==> src/rtl/uart_arb_pkg.sv <==
`default_nettype none
// ============================================================================
//  Module      : uart_arb_pkg
//  Description : Shared types and helpers for the UART TX arbiter and for
//                any later RX demux that reuses the round-robin search.
//                - arb_state_e : arbiter FSM encoding
//                - MAX_NREQ    : largest supported requester count
//                - rr_pick()   : round-robin search returning index + found
//  Revision    : 1.0  initial release
// ============================================================================
package uart_arb_pkg;

  localparam int MAX_NREQ = 8;
  localparam int MAX_IDW  = 3;

  typedef enum logic [1:0] {
    ARB_IDLE = 2'd0,
    ARB_HDR  = 2'd1,
    ARB_DATA = 2'd2
  } arb_state_e;

  typedef struct packed {
    logic               found;
    logic [MAX_IDW-1:0] idx;
  } rr_pick_t;

  // First set bit of req[n-1:0] at or above ptr, wrapping at n.
  // Offsets are walked from the farthest down to the nearest so the
  // nearest hit is the last one written and therefore wins.
  function automatic rr_pick_t rr_pick(input logic [MAX_NREQ-1:0] req,
                                       input logic [MAX_IDW-1:0]  ptr,
                                       input int                  n);
    rr_pick_t res;
    int       j;
    res = '0;
    for (int k = MAX_NREQ - 1; k >= 0; k--) begin
      if (k < n) begin
        j = int'(ptr) + k;
        if (j >= n) begin
          j = j - n;
        end
        if (req[3'(j)]) begin
          res.found = 1'b1;
          res.idx   = MAX_IDW'(j);
        end
      end
    end
    return res;
  endfunction

endpackage
`default_nettype wire

==> src/rtl/uart_rr_pick.sv <==
`default_nettype none
// ============================================================================
//  Module      : uart_rr_pick
//  Description : Combinational round-robin search over a request vector.
//  Ports       : req   in  NREQ  request bits
//                ptr   in  IDW   highest-priority index
//                idx   out IDW   selected index (0 when nothing found)
//                found out 1     at least one request bit set
//  Revision    : 1.0  initial release
// ============================================================================
module uart_rr_pick
  import uart_arb_pkg::*;
#(
  parameter int NREQ = 4,
  parameter int IDW  = 2
) (
  input  logic [NREQ-1:0] req,
  input  logic [IDW-1:0]  ptr,
  output logic [IDW-1:0]  idx,
  output logic            found
);

  rr_pick_t pick;

  always_comb begin
    pick  = rr_pick(MAX_NREQ'(req), MAX_IDW'(ptr), NREQ);
    idx   = IDW'(pick.idx);
    found = pick.found;
  end

endmodule
`default_nettype wire

==> src/rtl/uart_tx_arb.sv <==
`default_nettype none
// ============================================================================
//  Module      : uart_tx_arb
//  Description : Round-robin packet arbiter sharing one uart_core TX path
//                between NREQ requesters. A grant is held from the first byte
//                until a byte flagged last is accepted.
//  Ports       : clk, rst                   clock, sync active-high reset
//                req_valid/req_data/req_last requester byte streams (packed)
//                req_ready                   per-requester accept strobe
//                txdin/txvalid/ready         uart_core TX handshake
//                gnt_id                      current owner (valid when busy)
//                busy                        packet in progress
//  Config      : UART_ARB_ID_HDR_EN - when defined, each packet is prefixed
//                on the line by one byte carrying the owner index.
//  Revision    : 1.0  initial release
// ============================================================================
module uart_tx_arb
  import uart_arb_pkg::*;
#(
  parameter  int NREQ = 4,
  localparam int IDW  = $clog2(NREQ)
) (
  input  logic              clk,
  input  logic              rst,
  input  logic [NREQ-1:0]   req_valid,
  input  logic [NREQ*8-1:0] req_data,
  input  logic [NREQ-1:0]   req_last,
  output logic [NREQ-1:0]   req_ready,
  output logic [7:0]        txdin,
  output logic              txvalid,
  input  logic              ready,
  output logic [IDW-1:0]    gnt_id,
  output logic              busy
);

  localparam logic [1:0] ST_IDLE = ARB_IDLE;
  localparam logic [1:0] ST_DATA = ARB_DATA;
`ifdef UART_ARB_ID_HDR_EN
  localparam logic [1:0] ST_HDR  = ARB_HDR;
`endif

  logic [1:0]     state_q,  state_d;
  logic [IDW-1:0] gnt_id_q, gnt_id_d;
  logic [IDW-1:0] rr_ptr_q, rr_ptr_d;
  logic           busy_q,   busy_d;

  logic [IDW-1:0] pick_idx;
  logic           pick_found;
  logic           own_valid;
  logic           own_last;
  logic [7:0]     own_data;

  uart_rr_pick #(
    .NREQ (NREQ),
    .IDW  (IDW)
  ) u_pick (
    .req   (req_valid),
    .ptr   (rr_ptr_q),
    .idx   (pick_idx),
    .found (pick_found)
  );

  always_comb begin
    own_valid = req_valid[gnt_id_q];
    own_last  = req_last[gnt_id_q];
    own_data  = req_data[{gnt_id_q, 3'b000} +: 8];

    state_d   = state_q;
    gnt_id_d  = gnt_id_q;
    rr_ptr_d  = rr_ptr_q;
    busy_d    = busy_q;
    txvalid   = 1'b0;
    txdin     = 8'h00;
    req_ready = '0;

    case (state_q)
      ST_IDLE: begin
        // Outputs stay quiet here: this is the one-cycle arbitration bubble.
        if (pick_found) begin
          gnt_id_d = pick_idx;
          busy_d   = 1'b1;
`ifdef UART_ARB_ID_HDR_EN
          state_d  = ST_HDR;
`else
          state_d  = ST_DATA;
`endif
        end
      end
`ifdef UART_ARB_ID_HDR_EN
      ST_HDR: begin
        txvalid = 1'b1;
        txdin   = 8'(gnt_id_q);
        if (ready) begin
          state_d = ST_DATA;
        end
      end
`endif
      ST_DATA: begin
        // Only the owner is passed through; other requesters wait for IDLE.
        txvalid = own_valid;
        txdin   = own_valid ? own_data : 8'h00;
        req_ready[gnt_id_q] = own_valid & ready;
        if (own_valid && ready && own_last) begin
          rr_ptr_d = (gnt_id_q == IDW'(NREQ - 1)) ? '0 : gnt_id_q + IDW'(1);
          busy_d   = 1'b0;
          state_d  = ST_IDLE;
        end
      end
      default: begin
        state_d = ST_IDLE;
        busy_d  = 1'b0;
      end
    endcase
  end

  always_ff @(posedge clk) begin
    if (rst) begin
      state_q  <= ST_IDLE;
      gnt_id_q <= '0;
      rr_ptr_q <= '0;
      busy_q   <= 1'b0;
    end else begin
      state_q  <= state_d;
      gnt_id_q <= gnt_id_d;
      rr_ptr_q <= rr_ptr_d;
      busy_q   <= busy_d;
    end
  end

  assign gnt_id = gnt_id_q;
  assign busy   = busy_q;

endmodule
`default_nettype wire

==> config.mk <==
export PLATFORM = sky130hd
export DESIGN_NAME = uart_tx_arb
export DESIGN_NICKNAME = d
export VERILOG_FILES = /design/src/rtl/uart_arb_pkg.sv /design/src/rtl/uart_rr_pick.sv /design/src/rtl/uart_tx_arb.sv
export SDC_FILE = /design/constraint.sdc
export NUM_CORES = 1
export LEC_CHECK = 0
export CAP_MARGIN = 20
export CORE_MARGIN = 2
export CORE_UTILIZATION = 35
export DETAILED_ROUTE_END_ITERATION = 8
export PLACE_DENSITY = 0.95
export SKIP_CTS_REPAIR_TIMING = 1
export SYNTH_ARGS = -nofsm -noshare
export SYNTH_HDL_FRONTEND = slang
export SYNTH_SLANG_ARGS = --single-unit
==> constraint.sdc <==
create_clock -name clk -period 6 [get_ports clk]
set_clock_uncertainty 0.05 [all_clocks]
set_input_delay 1.5 -clock clk [delete_from_list [all_inputs] [get_ports clk]]
set_output_delay 1.5 -clock clk [all_outputs]
set_load 0.005 [all_outputs]
# After elaboration in Yosys (flattened, before gate mapping)
# Index checks and enable logic that the tools add are counted.
# word_totals
reg_bits	7
inputBits	43
wordCells	73
# op_classes
addsub	8
order_cmp	10
n_eq_ne	4
shift	1
mux	37
n_bitwise	2
n_reduce_logical	7
# op_table
cell	count
32-bit by 4-bit >= comparator with 1-bit output (second input constant)	3
32-bit by 6-bit indexed part select with 8-bit output	1
3-bit by 5-bit < comparator with 1-bit output (second input constant)	4
4-bit two-way mux	5
8-bit two-way mux	2
1-bit two-way mux	14
1-bit binary-select mux with 3-bit select	4
3-bit two-way mux	4
3-bit subtractor (second input constant)	3
2-bit by 2-bit adder with 3-bit output (second input constant)	2
2-bit two-way mux	3
2-bit AND reduction	3
4-bit bitwise AND	1
1-bit binary-select mux with 2-bit select	2
2-bit == test (second input constant)	2
2-bit case mux with 2 select lines	1
2-bit by 1-bit adder with 3-bit output (second input constant)	1
2-bit by 3-bit >= comparator with 1-bit output (second input constant)	1
1-bit logical AND	3
2-bit by 3-bit < comparator with 1-bit output (second input constant)	1
2-bit by 3-bit subtractor with 3-bit output (second input constant)	1
2-bit by 1-bit adder with 2-bit output (second input constant)	1
1-bit demux with 2-bit select	1
2-bit by 1-bit >= comparator with 1-bit output (second input constant)	1
other kinds (5)	5

# Depth between registers and ports, before layout
# Gate-level depths: netlist (run 1).
# logic_depth
ltp_word	12
mapped_depth	5

# Modules after synthesis
# A second synthesis (run 1) with hierarchy kept.
# hier_totals
cells_unflattened	95
hier_area_um2	894.6
# by_module_without_submodules
module	n_inst	cells_each	area_each_um2	seq_area_each_um2
uart_tx_arb	1	60	634.4	100.1
uart_rr_pick	1	35	260.2	0.0

# Worst setup path after synthesis (run 1)
# Ideal clock, no wire load.
# synth_path
path_type	input to output
startpoint	in req_valid[3]
endpoint	out req_ready[0]
t_arrival_ps	2471
required_ps	4450
setup_slack_ps	1979
path_stages	3
n_path_buf	0
cell_sequence	mux4_2 and2_2 and3_1
# synth_via
elab_chain_len	5
# synth_lines
item	line_no	text
start: declaration	uart_tx_arb.sv:25	input logic [NREQ-1:0] req_valid,
1-bit binary-select mux with 2-bit select	uart_tx_arb.sv:64	own_valid = req_valid[gnt_id_q];
1-bit two-way mux (not written as such)	uart_tx_arb.sv:64	
1-bit bitwise AND	uart_tx_arb.sv:102	req_ready[gnt_id_q] = own_valid & ready;
4-bit bitwise AND (no line)	--	
4-bit two-way mux	uart_tx_arb.sv:76	case (state_q)
end: declaration	uart_tx_arb.sv:28	output logic [NREQ-1:0] req_ready,
# Every way passes these cells. The select of a mux whose other input is x is not followed.

# Final worst setup path (run 1)
# layout_path
startpoint	in req_valid[0]
endpoint	out req_ready[0]
# Same word-level chain as after synthesis.

==> flow_summary_export.csv, run 1 <==
group,metric,value,unit
drt,drt_iter0_markers,17,
synth,synth-async-reset-ratio,0,
sta,max_freq,195.6,MHz
synth,synth_adder_area_share,0.08475,
sta,fin_crit_sh,0.8523,
cells_and_area,layout-drive-gt1-share,0.1692,
drt,ant_nets,0,
synth,yosysSeqAreaShare,0.1356,
synth,synth_cell_type_count,28,
critical_path,worst_ep_arrival_time,3560,ps
drt,drt_pass1_iterations,4,
synth,syn_avg_cell_area,10.40,µm²
floorplan,start_util,0.3725,
critical_path,critPathCaptureType,"output pin",
drt,vias,846,
cells_and_area,fin_cells,157,
worst_hold_path,min_from,"rr_ptr_q[0]",
cells_and_area,area_growth,83.90,%
placement,gp_congestion,0.7447,
worst_hold_path,hold_depth,2,
clock_tree,root_buffer,"clkbuf_4",
global_route,grt_pass1_vias,840,
power,peakVddDrop,0.07522,mV
sta,period_needed,5114,ps
power,p_per_area,121.3,mW/mm²
floorplan,die_y,49.93,µm
global_route,overflow,0,
power,cellLeakagePower,0.5122,nW
clock_tree,clk_pin_slew,40,ps
clock_tree,htreeDepth,1,
placement,dp_worst_setup_slack,888.9,ps
global_route,grt_pass1_wl,4.229,mm
sta,slew_headroom,0.4701,
placement,dp.cells,153,
floorplan,die_w,49.93,µm
synth,synth-xor-area-share,0,
critical_path,cp-startpoint,"req_valid[0]",
floorplan,dieArea,0.002493,mm²
cells_and_area,diodes,0,
clock_tree,cts_tree,"built",
synth,synth_ff_type,"dfxtp_1",
clock_tree,numCtsBuffers,3,
global_route,antenna_found_initial,0,
sta,drv_slew,0,
critical_path,cp_max_fo,10,
critical_path,r2r_slack,3860,ps
cells_and_area,multi_input_area,605.6,µm²
cells_and_area,seqCellArea,100.1,µm²
floorplan,core_area,0.001982,mm²
cells_and_area,nets,179,
global_route,grt_max_degree,17,
synth,synth_area,738.2,µm²
synth,synth_cells,71,
floorplan,num_rows,16,
synth,yosys_warnings,0,
drt,drc,0,
clock_tree,clk_latency,240,ps
drt,vias_per_cell,5.389,
synth,ys_seq_elements,5,
drt,routed_wl,2.723,mm
critical_path,r2r_start,"gnt_id[0]",
synth,yosysTopAreaCellShare,0.2441,
placement,dpl.hpwl,2.281,mm
synth,synth_nets,119,
floorplan,io_pins,59,
worst_hold_path,hold_end,"rr_ptr_q[0]",
worst_hold_path,hold_path_class,"reg -> reg",
sta,finalWorstSetupSlack,886.5,ps
synth,synth_edf_count,0,
synth,yosys-top-cells-count,"and3_2 (8), mux4_2 (8), nor2_1 (7), dfxtp_1 (5), ha_1 (5)",
critical_path,reg2reg_depth,4,
cells_and_area,nFillCells,139,
sta,worstMarginPinSlew,793.8,ps
synth,synthSimpleGateAreaFrac,0.2424,
clock_tree,cts.path.max_buffers,2,
placement,portBuffers,58,
sta,hold_viol,0,
clock_tree,cts_sinks,5,
critical_path,required,4450,ps
sta,rsz0062_at_grt,"no",
critical_path,reg2reg_to,"rr_ptr_q[1]",
synth,muxShareOfSynthArea,0.3559,
synth,synth_area_leaders,"mux4_2 (24%), dfxtp_1 (14%), ha_1 (8.5%), and3_2 (8.1%), mux4_1 (7.1%)",
synth,synth-compound-area-share,0.1373,
run,cap_violations,0,
drt,wire_per_inst,17.34,µm
sta,setup_viol,0,
critical_path,cp-start-kind,"input pin",
sta,setup_tns,0,ps
outcome,outcome,"complete, no violations",
synth,synth_top_family_by_area,"multiplexers",
synth,synth_top_area_cell,"mux4_2",
critical_path,worstSetupPathType,"in -> out",
global_route,grt_usage,0.2306,
## metal layers
metal | up-vias | wire, µm | track usage
met1 | 395 | 1027 | 0.2444
met2 | 45 | 1393 | 0.4156
li1 | 403 | - | -
met4 | 0 | 21 | 0.05556
met3 | 3 | 280 | 0.1000
met5 | - | 0 | 0
## state kept, by name, indices dropped and copies added (netlist names)
name / cells
rr_ptr_q: 2
busy: 1
gnt_id: 2
## worst max path at each step
stage / to / slack [ps] / cells past startpoint
floorplan: req_ready[0] / 1980 / 3
global placement: req_ready[3] / 980 / 5
detailed placement: req_ready[0] / 890 / 5
CTS: req_ready[0] / 890 / 5
global route: req_ready[3] / 810 / 5
finish: req_ready[0] / 890 / 5
## final cells by class
class	count	share of cell area
tap	27	0.02488
multi-input combinational	60	0.4461
inverter	3	0.008295
clock buffer	4	0.01935
timing repair buffer	58	0.4277
sequential	5	0.07373
## worst max-delay path, stage by stage
cell	delay, ps
clkdlybuf4s50_1	530
mux4_2	620
and2_2	270
and3_1	180
clkdlybuf4s50_1	450
## cells by family after synthesis
family,count (synthesis)
DFF,5
and+or+nand+nor,27
muxes,13
adders and majority gates,5
AOI/OAI and AO/OA,15
buffers and inverters,6
## per-stage QoR
stage	cell area, µm²	total power [mW]	hold slack, ps	util
3_5_place_dp	1331	0.1262	469.7	0.6717
3_3_place_gp	1331	0.1224	447.2	0.6717
4_1_cts	1358	0.1661	475.5	0.6850
2_1_floorplan	738.2	0.07714	415.5	-
5_1_grt	1358	0.1755	508.3	0.6850
6_report	1358	0.1646	485.7	0.6850
## placed cells by master, fill, tap and decap left out
cell type,synthesis,final
clkdlybuf4s50_1,0,58
mux4_2,8,8
and3_2,8,8
nor2_1,7,7
ha_1,5,5
dfxtp_1,5,5
and3_1,4,4
o21ai_0,4,4
inv_1,3,3
a21oi_1,3,3
mux2i_1,3,3
clkbuf_4,0,3
mux4_1,2,2
a21boi_0,2,2
a2111oi_0,2,2
and2_2,1,1
nand4_4,1,1
nor4_1,1,1
o2bb2ai_1,1,1
nand3b_1,1,1
or3b_2,1,1
o31a_1,1,1
nor2b_1,1,1
o21a_1,1,1
o221ai_1,1,1
nand2_1,1,1
or3_1,1,1
clkbuf_1,1,1
## power by group
part	leakage (nW)	internal, mW	total, mW	switching (mW)
clock	0.0150	0.0251	0.0390	0.0138
sequential	0.0410	0.0354	0.0447	0.00928
combinational	0.456	0.0569	0.0809	0.0240
total	0.512	0.118	0.165	0.0471
Note: power is estimated with default switching activity, not from simulation.
==> run 2, diff against run 1 <==
Settings changed: RECOVER_POWER set to 25.
==> run 2 against run 1 <==
Net effect: count of clock-buffer cells in the layout unchanged; worst hold slack got worse by 5.5 ps; register-to-register slack got worse by 60 ps; power decreased by 1.3%; die area unchanged; critical path type unchanged.
==> flow_summary_export.csv, run 2 (synthesized netlist as in run 1, its figures left out) <==
group,metric,value,unit
global_route,grt_pass1_wl,4.229,mm
critical_path,critical-path-max-stage-delay,620,ps
critical_path,r2r_slack,3800,ps
global_route,grt_usage,0.2306,
global_route,overflow,0,
worst_hold_path,hold_end,"rr_ptr_q[0]",
placement,gp_congestion,0.7447,
floorplan,io_pins,59,
clock_tree,cts.path.max_buffers,2,
sta,drv_slew,0,
critical_path,reg2reg_depth,4,
drt,vias_per_cell,5.439,
drt,drt_iter0_markers,16,
outcome,outcome,"complete, no violations",
placement,portBuffers,58,
global_route,antenna_found_initial,0,
placement,dp_worst_setup_slack,888.9,ps
critical_path,r2r_start,"gnt_id[0]",
power,peakVddDrop,0.07465,mV
sta,fin_crit_sh,0.8614,
sta,max_freq,193.5,MHz
clock_tree,numCtsBuffers,3,
power,pwr-share-clk,0.239,
floorplan,num_rows,16,
cells_and_area,diodes,0,
global_route,grt_pass1_vias,840,
critical_path,critPathSlowestCell,"dlygate4sd3_1",
power,p_switching,0.04568,mW
sta,hold_viol,0,
clock_tree,cts_sinks,5,
floorplan,start_util,0.3725,
run,cap_violations,0,
worst_hold_path,hold_path_class,"reg -> reg",
critical_path,path_cells,"dlygate4sd3_1 -> mux4_2 -> and2_2 -> and3_1 -> clkdlybuf4s50_1",
drt,wire_per_inst,17.36,µm
critical_path,crit_family,"buffers and inverters",
critical_path,reg2reg_to,"rr_ptr_q[1]",
clock_tree,htreeDepth,1,
floorplan,dieArea,0.002493,mm²
critical_path,worstSetupPathType,"in -> out",
drt,routed_wl,2.725,mm
clock_tree,clk_pin_slew,40,ps
power,combPwrFrac,0.487,
worst_hold_path,min_from,"rr_ptr_q[0]",
critical_path,cp_num_buf_inv,2,
drt,ant_nets,0,
critical_path,worst_ep_arrival_time,3620,ps
cells_and_area,nFillCells,141,
clock_tree,clk_latency,240,ps
cells_and_area,layout-drive-gt1-share,0.1615,
worst_hold_path,hold_depth,2,
power,p_per_area,121.0,mW/mm²
power,swShare,0.2812,
power,power.share.sequential,0.273,
floorplan,die_y,49.93,µm
sta,slew_headroom,0.4710,
floorplan,die_w,49.93,µm
drt,drc,0,
sta,worstMarginPinSlew,792.4,ps
global_route,grt_max_degree,17,
floorplan,core_area,0.001982,mm²
clock_tree,cts_tree,"built",
drt,drt_pass1_iterations,4,
critical_path,critPathCaptureType,"output pin",
sta,finalWorstSetupSlack,831.9,ps
clock_tree,root_buffer,"clkbuf_4",
critical_path,required,4450,ps
cells_and_area,final_cell_mix,"clkdlybuf4s50_1 (56), mux4_2 (8), and3_2 (8), nor2_1 (7)",
drt,vias,854,
placement,dpl.hpwl,2.281,mm
power,cell_internal_pwr,0.1168,mW
cells_and_area,area_growth,81.86,%
cells_and_area,nets,179,
sta,period_needed,5168,ps
power,cellLeakagePower,0.5104,nW
sta,setup_tns,0,ps
sta,setup_viol,0,
sta,rsz0062_at_grt,"no",
critical_path,cp-start-kind,"input pin",
critical_path,cp_max_fo,10,
cells_and_area,layout_commonest_cell,"clkdlybuf4s50_1",
[run 2: cell count changes in the layout (fill, tap and decap cells not counted), sizes merged]
| cell | change |
|---|---|
| clkdlybuf4s50 | -2 |
| dlygate4sd3 | +2 |
[run 2: tightest hold or removal path: stages, from the launching register on]
cell and delay [ps]:
dfxtp_1 350, nand2_1 80, a21oi_1 50
[run 2: power groups by stage]
stage               sequential, mW  clock (mW)  combinational (mW)
CTS                         0.0449      0.0402              0.0810
global route                0.0458      0.0441              0.0834
floorplan                   0.0396           0              0.0375
global placement            0.0450           0              0.0774
detailed placement          0.0455           0              0.0807
finish                      0.0444      0.0389              0.0792
[run 2: worst max-delay path by stage]
stage,start,to,slack (ps),cells past startpoint
finish,req_valid[3],req_ready[0],830,5
global placement,req_valid[0],req_ready[3],980,5
detailed placement,req_valid[0],req_ready[0],890,5
floorplan,req_valid[3],req_ready[0],1980,3
global route,req_valid[3],req_ready[3],760,5
CTS,req_valid[0],req_ready[0],890,5
[run 2: cell type report]
cell class / instances / area, µm² / share of cell area
Tap cell: 27 / 33.78 / 0.02516
Inverter: 3 / 11.26 / 0.008388
Multi-Input combinational cell: 60 / 590.6 / 0.4399
Sequential cell: 5 / 100.1 / 0.07456
Clock buffer: 4 / 26.28 / 0.01957
Timing Repair Buffer: 58 / 580.6 / 0.4324
[run 2: per-stage QoR]
stage | cell area (µm²) | util | std cells | power (mW) | hold WS, ps
after floorplan | 738.2 | - | 71 | 0.07714 | 415.5
after global placement | 1331 | 0.6717 | 153 | 0.1224 | 447.2
after detailed placement | 1331 | 0.6717 | 153 | 0.1262 | 469.7
after CTS | 1358 | 0.6850 | 157 | 0.1661 | 475.5
after global routing | 1343 | 0.6774 | 157 | 0.1733 | 508.3
final | 1343 | 0.6774 | 157 | 0.1625 | 480.2
[run 2: routing by layer]
| layer | share of wire | global-route usage | vias to the layer above |
|---|---|---|---|
| met5 | 0 | 0 | - |
| met2 | 0.51 | 0.4156 | 41 |
| met1 | 0.39 | 0.2444 | 406 |
| met4 | 0.0077 | 0.05556 | 0 |
| met3 | 0.095 | 0.1000 | 3 |
| li1 | - | - | 404 |
==> run 3, diff against run 2 <==
Settings changed: MAX_ROUTING_LAYER set to met4.
==> run 3 against run 2 <==
Net effect: worst hold slack worse by 3.6 ps; design area unchanged; register-to-register slack about the same; first-iteration DRC count up 50%; largest cell class unchanged; largest power group unchanged.
==> flow_summary_export.csv, run 3 (synthesized netlist as in run 1, its figures left out) <==
group,metric,value,unit
placement,dpl.hpwl,2.281,mm
worst_hold_path,hold_depth,2,
critical_path,required,4450,ps
floorplan,die_w,49.93,µm
clock_tree,cts_tree,"built",
cells_and_area,layout_commonest_cell,"clkdlybuf4s50_1",
power,power.share.sequential,0.273,
clock_tree,cts_sinks,5,
critical_path,critPathSlowestCell,"dlygate4sd3_1",
sta,hold_viol,0,
floorplan,num_rows,16,
global_route,grt_pass1_wl,4.188,mm
drt,vias_per_cell,5.376,
sta,max_freq,193.5,MHz
power,cellLeakagePower,0.5104,nW
critical_path,cp-start-kind,"input pin",
clock_tree,root_buffer,"clkbuf_4",
drt,wire_per_inst,17.31,µm
floorplan,die_y,49.93,µm
floorplan,dieArea,0.002493,mm²
sta,fin_crit_sh,0.8613,
drt,drt_iter0_markers,24,
clock_tree,cts.path.max_buffers,2,
placement,gp_congestion,0.7540,
clock_tree,numCtsBuffers,3,
cells_and_area,diodes,0,
sta,holdWs,476.6,ps
global_route,grt_pass1_vias,837,
critical_path,crit_family,"buffers and inverters",
power,peakVddDrop,0.07280,mV
clock_tree,clk_latency,240,ps
drt,vias,844,
power,p_per_area,120.6,mW/mm²
cells_and_area,nFillCells,141,
placement,portBuffers,58,
worst_hold_path,hold_path_class,"reg -> reg",
run,cap_violations,0,
global_route,grt_usage,0.2310,
drt,drc,0,
sta,setup_viol,0,
global_route,grt_max_degree,17,
sta,slew_headroom,0.4708,
sta,period_needed,5168,ps
cells_and_area,final_cell_area,0.001343,mm²
cells_and_area,area_growth,81.86,%
cells_and_area,seqCellArea,100.1,µm²
power,combPwrFrac,0.489,
cells_and_area,layout-drive-gt1-share,0.1615,
power,p_switching,0.04517,mW
power,pwr-share-clk,0.237,
critical_path,cp_num_buf_inv,2,
cells_and_area,final_cell_mix,"clkdlybuf4s50_1 (56), mux4_2 (8), and3_2 (8), nor2_1 (7)",
placement,placed_area,0.001331,mm²
drt,ant_nets,0,
worst_hold_path,min_from,"rr_ptr_q[0]",
worst_hold_path,hold_end,"rr_ptr_q[0]",
floorplan,io_pins,59,
sta,worstMarginPinSlew,792.7,ps
cells_and_area,final_util,0.6774,
critical_path,critPathCaptureType,"output pin",
floorplan,core_area,0.001982,mm²
critical_path,path_cells,"dlygate4sd3_1 -> mux4_2 -> and2_2 -> and3_1 -> clkdlybuf4s50_1",
critical_path,reg2reg_to,"rr_ptr_q[1]",
global_route,antenna_found_initial,0,
critical_path,worstSetupPathType,"in -> out",
outcome,outcome,"complete, no violations",
cells_and_area,fin_cells,157,
cells_and_area,multi_input_area,590.6,µm²
critical_path,reg2reg_depth,4,
drt,routed_wl,2.718,mm
cells_and_area,nets,179,
power,swShare,0.2789,
power,cell_internal_pwr,0.1168,mW
clock_tree,htreeDepth,1,
global_route,overflow,0,
sta,setup_tns,0,ps
sta,drv_slew,0,
critical_path,worst_ep_arrival_time,3620,ps
critical_path,r2r_start,"gnt_id[0]",
drt,drt_pass1_iterations,4,
sta,rsz0062_at_grt,"no",
clock_tree,clk_pin_slew,40,ps
placement,dp.cells,153,
critical_path,critical-path-max-stage-delay,620,ps
critical_path,r2r_slack,3800,ps
critical_path,cp_max_fo,10,
floorplan,start_util,0.3725,
==> run 3: cell counts in the layout (fill, tap and decap cells not counted) <==
Identical to the previous run, type by type.
==> run 3: power groups by stage <==
stage / clock, mW / sequential, mW / combinational (mW)
2_1_floorplan: 0 / 0.0396 / 0.0375
3_3_place_gp: 0 / 0.0450 / 0.0774
3_5_place_dp: 0 / 0.0455 / 0.0807
4_1_cts: 0.0402 / 0.0449 / 0.0810
5_1_grt: 0.0415 / 0.0458 / 0.0834
6_report: 0.0384 / 0.0443 / 0.0792
==> run 3: metrics by stage <==
stage / total power, mW / setup WS, ps
floorplan: 0.07714 / 1979
global placement: 0.1224 / 980.3
detailed placement: 0.1262 / 888.9
CTS: 0.1661 / 890.3
global route: 0.1707 / 757.7
finish: 0.1619 / 832.5
==> run 3: worst max-delay path by stage <==
stage,startpoint,endpoint,slack [ps],cells after the start
2_1_floorplan,req_valid[3],req_ready[0],1980,3
3_5_place_dp,req_valid[0],req_ready[0],890,5
5_1_grt,req_valid[3],req_ready[3],760,5
6_report,req_valid[3],req_ready[0],830,5
4_1_cts,req_valid[0],req_ready[0],890,5
3_3_place_gp,req_valid[0],req_ready[3],980,5
==> run 3: layout make-up <==
cell class,count,share of cell area
clock buffers,4,0.01957
inverters,3,0.008388
multi-input cells,60,0.4399
flip-flops and latches,5,0.07456
well taps,27,0.02516
repair buffers,58,0.4324
==> run 3: worst min-delay path, cell delays in order, from the launching register on <==
cell and delay [ps]:
dfxtp_1 340, nand2_1 80, a21oi_1 50
==> run 3: per-layer routing <==
metal  up-vias  part of all wire  wire, µm  global-route usage
met5         -                 0         0                   -
met2        40              0.52      1415              0.4156
met4         0                 0         0             0.05556
met3         0             0.094       255             0.07273
li1        404                 -         -                   -
met1       400              0.39      1047              0.2444
